## config.mk

```make
export PLATFORM = sky130hd
export DESIGN_NAME = ascon_round_sequencer
export DESIGN_NICKNAME = d
export VERILOG_FILES = /design/src/rtl/ascon_round_sequencer.sv
export SDC_FILE = /design/constraint.sdc
export NUM_CORES = 1
export LEC_CHECK = 0
export ABC_AREA = 1
export BUFFER_PORTS_ARGS = -buffer_cell sky130_fd_sc_hd__buf_2
export CORE_AREA = 3 3 40 42
export DETAILED_ROUTE_END_ITERATION = 8
export DIE_AREA = 0 0 43 45
export GPL_TIMING_DRIVEN = 0
export SETUP_SLACK_MARGIN = 0.2
export SLEW_MARGIN = 0
export SYNTH_ARGS = -nofsm -noshare
export SYNTH_HDL_FRONTEND = slang
export SYNTH_SLANG_ARGS = --single-unit
export TNS_END_PERCENT = 1
```

## constraint.sdc

```tcl
create_clock -name clock_i -period 1.5 [get_ports clock_i]
set_input_delay 0.15 -clock clock_i [delete_from_list [all_inputs] [get_ports clock_i]]
set_output_delay 0.15 -clock clock_i [all_outputs]
set_load 0.005 [all_outputs]
```

## src/rtl/ascon_round_sequencer.sv

```systemverilog
// ascon_round_sequencer
//   Control side of the ASCON round-counter interface. Sequences one
//   permutation of p^a (NR_A rounds) or p^b (NR_B rounds). It drives an
//   external init-able up-counter and reads that counter back. It emits the
//   round-constant index, the state-register load/enable strobes and a
//   start/done handshake.
//
// Optional build macro: ASCON_SEQ_ABORT_EN
//   When defined, this adds input abort_i. It returns LOAD/ROUND to IDLE
//   without a done_o pulse. When undefined, a started permutation always
//   runs to done_o.
//
// Ports
//   clock_i       in   1      clock, rising edge
//   reset_i       in   1      asynchronous reset, active high
//   start_i       in   1      request one permutation (sampled only in IDLE)
//   mode_i        in   1      0 = p^a, 1 = p^b (latched on accepted start)
//   abort_i       in   1      abort request (ASCON_SEQ_ABORT_EN only)
//   cpt_i         in   CPT_W  current value of the external round counter
//   cpt_en_o      out  1      counter enable
//   cpt_init_o    out  1      counter synchronous clear (qualified by cpt_en_o)
//   perm_load_o   out  1      state register selects external input
//   perm_en_o     out  1      state register captures round output
//   round_o       out  4      round-constant index
//   last_round_o  out  1      high during the final round cycle
//   busy_o        out  1      high in LOAD and ROUND
//   done_o        out  1      one-cycle completion pulse
module ascon_round_sequencer #(
    parameter int CPT_W = 4,
    parameter int NR_A  = 12,
    parameter int NR_B  = 6
) (
    input  logic             clock_i,
    input  logic             reset_i,
    input  logic             start_i,
    input  logic             mode_i,
`ifdef ASCON_SEQ_ABORT_EN
    input  logic             abort_i,
`endif
    input  logic [CPT_W-1:0] cpt_i,
    output logic             cpt_en_o,
    output logic             cpt_init_o,
    output logic             perm_load_o,
    output logic             perm_en_o,
    output logic [3:0]       round_o,
    output logic             last_round_o,
    output logic             busy_o,
    output logic             done_o
);

    // One extra bit so that the last index (up to 2**CPT_W - 1) and the
    // counter value compare without overflow.
    localparam int CW = CPT_W + 1;
    localparam logic [CW-1:0] LAST_A = CW'(NR_A - 1);
    localparam logic [CW-1:0] LAST_B = CW'(NR_B - 1);
    // p^b uses the tail of the p^a constant table.
    localparam logic [3:0]    OFF_B  = 4'(NR_A - NR_B);

    typedef enum logic [1:0] {
        IDLE  = 2'd0,
        LOAD  = 2'd1,
        ROUND = 2'd2,
        DONE  = 2'd3
    } state_t;

    state_t        state;
    state_t        state_next;
    logic          mode_q;
    logic [CW-1:0] cpt_ext;
    logic [CW-1:0] last_idx;
    logic          at_last;
    logic          at_or_past_last;
    logic [3:0]    base;
    logic [3:0]    round_idx;
    logic          abort;

    // Round bookkeeping derived from the latched mode and the counter value.
    always_comb begin
        cpt_ext         = {1'b0, cpt_i};
        last_idx        = mode_q ? LAST_B : LAST_A;
        at_last         = (cpt_ext == last_idx);
        // A counter that overshoots still ends the permutation, so the FSM
        // cannot hang.
        at_or_past_last = (cpt_ext >= last_idx);
        base            = mode_q ? OFF_B : '0;
        round_idx       = base + 4'(cpt_i);
    end

`ifdef ASCON_SEQ_ABORT_EN
    always_comb abort = abort_i;
`else
    always_comb abort = 1'b0;
`endif

    // State register and mode latch.
    always_ff @(posedge clock_i or posedge reset_i) begin
        if (reset_i) begin
            state  <= IDLE;
            mode_q <= 1'b0;
        end else begin
            state <= state_next;
            if (state == IDLE && start_i) begin
                mode_q <= mode_i;
            end
        end
    end

    // Next-state logic. Abort takes priority over the last-round exit.
    always_comb begin
        state_next = state;
        case (state)
            IDLE:    if (start_i) state_next = LOAD;
            LOAD:    state_next = abort ? IDLE : ROUND;
            ROUND: begin
                if (abort) begin
                    state_next = IDLE;
                end else if (at_or_past_last) begin
                    state_next = DONE;
                end
            end
            DONE:    state_next = IDLE;
            default: state_next = IDLE;
        endcase
    end

    // Output decode.
    always_comb begin
        cpt_en_o     = 1'b0;
        cpt_init_o   = 1'b0;
        perm_load_o  = 1'b0;
        perm_en_o    = 1'b0;
        round_o      = '0;
        last_round_o = 1'b0;
        busy_o       = 1'b0;
        done_o       = 1'b0;
        case (state)
            LOAD: begin
                cpt_en_o    = 1'b1;
                cpt_init_o  = 1'b1;
                perm_load_o = 1'b1;
                perm_en_o   = 1'b1;
                busy_o      = 1'b1;
            end
            ROUND: begin
                cpt_en_o     = 1'b1;
                perm_en_o    = 1'b1;
                busy_o       = 1'b1;
                round_o      = round_idx;
                last_round_o = at_last;
            end
            DONE:    done_o = 1'b1;
            default: ;
        endcase
    end

endmodule

```

=== After elaboration in Yosys (flattened, before gate mapping) ===
Cells that the tools add are included.

* Add/sub/neg operators: 1
* Magnitude comparators: 1
* Equality and inequality tests: 6
* Multiplexer cells: 10
* Reductions and logical operators: 4

{| class="wikitable"
|+ Operator list
! operator !! count
|-
| 4-bit 2-to-1 mux || 2
|-
| 2-bit one-hot mux with 4 select lines || 1
|-
| 3-bit by 4-bit adder with 4-bit output || 1
|-
| 2-bit equality test, second input constant || 2
|-
| 4-bit equality test || 1
|-
| 4-bit greater-or-equal comparator || 1
|-
| 1-bit 2-to-1 mux || 4
|-
| 2-bit 2-to-1 mux || 2
|-
| 2-bit != test, second input constant || 2
|-
| 3-bit 2-to-1 mux || 1
|-
| 2-bit by 1-bit equality test with 1-bit output, second input constant || 1
|-
| 2-bit logical NOT || 1
|-
| 2-bit AND reduction || 1
|-
| 2-bit OR reduction || 1
|-
| 1-bit logical AND || 1
|}

* Register bits after elaboration: 3
* Bits of input ports: 8
* Output and inout bits: 11
* Logic and storage cells: 24

=== Longest topological paths before layout ===
* Depth in word-level cells: 4
* Mapped depth: 9

=== Worst setup path before layout ===
No wires, ideal clock.

* Path kind: flip-flop to output port
* Start point: reg mode_q
* End point: out round_o[3]
* Arrival: 1.158 ns
* Slack: 0.192 ns
* Cell stages (with the launch flop): 6
* Buffers on the path: 0
* Cell sequence: dfrtp_1 ha_1 inv_1 fa_1 xor2_1 nor2_1

* Longest elaborated chain between the ends: 3

{| class="wikitable"
|+ RTL lines
! what !! line !! RTL
|-
| start: declaration || 68 || <nowiki>logic mode_q;</nowiki>
|-
| start signal: assignment || 103 || <nowiki>mode_q <= mode_i;</nowiki>
|-
| 3-bit 2-to-1 mux || 85 || <nowiki>base = mode_q ? OFF_B : '0;</nowiki>
|-
| 3-bit by 4-bit adder with 4-bit output || 86 || <nowiki>round_idx = base + 4'(cpt_i);</nowiki>
|-
| 4-bit 2-to-1 mux || 136 || <nowiki>case (state)</nowiki>
|-
| end: declaration || 45 || <nowiki>output logic [3:0] round_o,</nowiki>
|}

No other way between the ends.

=== Worst setup path after layout ===
* Start point: reg mode_q
* End point: out round_o[2]

The elaborated chain is that of the path after synthesis.

==> flow_metrics.tcl <==
set metrics [dict create \
    rrSetupSlack_ns 0.24 \
    max_freq_ghz 0.604 \
    endpoint_kind "output pin" \
    die_h_um 45 \
    synth-seq-cells 3 \
    fp-row-count 13 \
    crit_slowest_cell "fa_2" \
    cts_root_buf "clkbuf_4" \
    p_leak_uw 0.000351 \
    startpoint "mode_q" \
    synth_area_leaders "ha_1 (26%), dfrtp_1 (20%), nand2_1 (14%)" \
    dp_cells 87 \
    fin_worst_skew_ns 0.00312 \
    grt_usage 0.0834 \
    cts_sinks 3 \
    viasPerCell 3.94 \
    cts_htree_levels 1 \
    syn_inst 54 \
    yosys.cell_types.count 14 \
    period_minus_slack_ns 1.66 \
    port_buffers 18 \
    cts_buffer_depth 2 \
    drt.antenna.violating_nets 0 \
    grt_antenna_before_repair 0 \
    hpwlAfterDp_um 645 \
    routabilityCongestion 0.672 \
    async_flop_share 1.00 \
    finalCritPeriodShare 1.10 \
    clk_latency_ns 0.23 \
    setup_viol_count_final 2 \
    synth_common_cells "nand2_1 (14), inv_1 (13), ha_1 (8)" \
    num_vias 366 \
    clkTransAtPathRegs_ns 0.04 \
    start_util 0.299 \
    syn2layout_area_growth_pct 48.5 \
    yosys.area.top_type "ha_1" \
    required_ns 1.35 \
    hold_ws_ns 0.189 \
    overflow 0 \
    crit_type "reg2out" \
    drt_iter0_drc 9 \
    wl_per_cell_um 8.19 \
    cellPowerDensity_nw_per_um2 1970 \
    cap_violations 0 \
    crit_end "round_o[2]" \
    fin_cells 93 \
    n_antenna_cell 0 \
    setup_ws_ns -0.157 \
    synth_edf_count 0 \
    syn-num-nets 71 \
    wl_um 762 \
    synth_area_sq_um 384 \
    grt_pass1_wl_mm 1.19 \
    outcome "finished, violations left" \
    drc 0 \
    post_route_cells_drive_above_1_share 0.474 \
    regArea_sq_um 76.3 \
    tritoncts "done" \
    relSlewSlack 0.886 \
    grt_pass1_vias 327 \
    cts-buffers-inserted 3 \
    fillers 140 \
    synth.most_common_cell "nand2_1" \
    p_total_uw 1120 \
    yosys_warnings 0 \
    startpoint_type "register" \
    cpPeakStageDelay_ns 0.42 \
    drv_slew 0 \
    dr.pass1.iters 2 \
    multi_input_area_sq_um 270 \
    core_area_sq_um 1280 \
    grt_start_max_net_pins 6 \
    hold_viol_final 0 \
    path_cells "ha_2, inv_2, fa_2, nor2_1, buf_2" \
    ir_drop_uv 891 \
    ys.flop_type "dfrtp_1" \
    crit_arrival_ns 1.51 \
    r2r.worst_path.cells 9 \
    violations "setup timing" \
    ys_seq_area_frac 0.195 \
    die_x_um 43 \
    reg2reg_to "state[0]" \
    synth.top_cell.area_share 0.261 \
    dieArea_sq_um 1940 \
    synth.avg_cell_area_sq_um 7.11 \
    rsz0062_at_grt "yes" \
    num_io_pins 19 \
    reg2reg_from "mode_q" \
    worst_pin_slew_ns 0.171 \
    nets 96 \
    cp_max_fo 3 \
    min_path_type "in2reg" \
]
## layout make-up
| type | count | share of cell area |
|---|---|---|
| Buffer | 3 | 0.0395 |
| Timing Repair Buffer | 20 | 0.189 |
| Tap cell | 15 | 0.0329 |
| Clock buffer | 4 | 0.0461 |
| Sequential cell | 3 | 0.134 |
| Multi-Input combinational cell | 35 | 0.474 |
| Inverter | 13 | 0.0855 |
## sequential cells by signal, summed over array words and instances, names as in the netlist
register	flops
state	2
mode_q	1
## power breakdown
part | internal [uW] | switching, uW | total (uW)
combinational | 424 | 375 | 799
sequential | 128 | 58.8 | 187
clock | 99.3 | 37.5 | 137
total | 651 | 472 | 1120
## cell usage in the layout (no fill, tap or decap), drive strengths merged
cell type	n
dlygate4sd3	1
nand2	16
fa	1
xor2	1
ha	8
dfrtp	3
a21oi	1
inv	13
or2	1
nor2	4
clkbuf	4
buf	22
nand3	2
nor3	1
## per-stage QoR
step | instance area (sq um) | util | setup WS, ns | TNS (ns)
floorplan | 384 | - | 0.192 | 0
global placement | 493 | 0.384 | 0.0629 | 0
detailed placement | 493 | 0.384 | 0.0490 | 0
CTS | 544 | 0.424 | -0.177 | -0.345
global route | 571 | 0.444 | -0.221 | -0.512
finish | 571 | 0.444 | -0.157 | -0.303
## kinds of logic (layout without fill, tap and decap cells)
logic type      count (synthesis)  count (layout)  synth area share
simple gates                   24              24             0.270
buf+inv                        16              40             0.186
compound gates                  1               1            0.0130
xor+xnor                        1               1            0.0228
flops                           3               3             0.195
fa+ha+maj                       9               9             0.313
## worst min-delay path by stage
stage,depth (start not counted),slack (ns),endpoint,start
after floorplan,1,-0.1,mode_q,reset_i
after global placement,2,0.02,mode_q,reset_i
after detailed placement,2,0.02,mode_q,reset_i
after CTS,3,0.20,mode_q,mode_i
after global routing,3,0.21,mode_q,mode_i
final,3,0.19,mode_q,mode_i
## routing by layer
layer  routed length, um  vias up  GRT usage
met5                   0        -          0
met2                 362       16      0.159
li1                    -      203          -
met1                 305      147     0.0799
met4                   0        0          0
met3                  94        0     0.0558
## worst max-delay path, delay by kind of cell, from the launching register on
kind                     cells  cell delay (ns)
flip-flops                   1             0.39
AND/OR/NAND/NOR              1             0.09
buffers and inverters        2             0.18
adder cells (fa/ha/maj)      2             0.61
## what timing repair did
| action | in CTS | in global routing |
|---|---|---|
| hold endpoints to repair | 3 | 0 |
| buffers inserted | 1 | 0 |
| pin swaps | 2 | 1 |
| cloned | 0 | 0 |
| setup endpoints to repair | 9 | 11 |
| resized for setup | 5 | 5 |
| hold buffers | 1 | 0 |
Note: power is estimated with default switching activity, not from simulation.
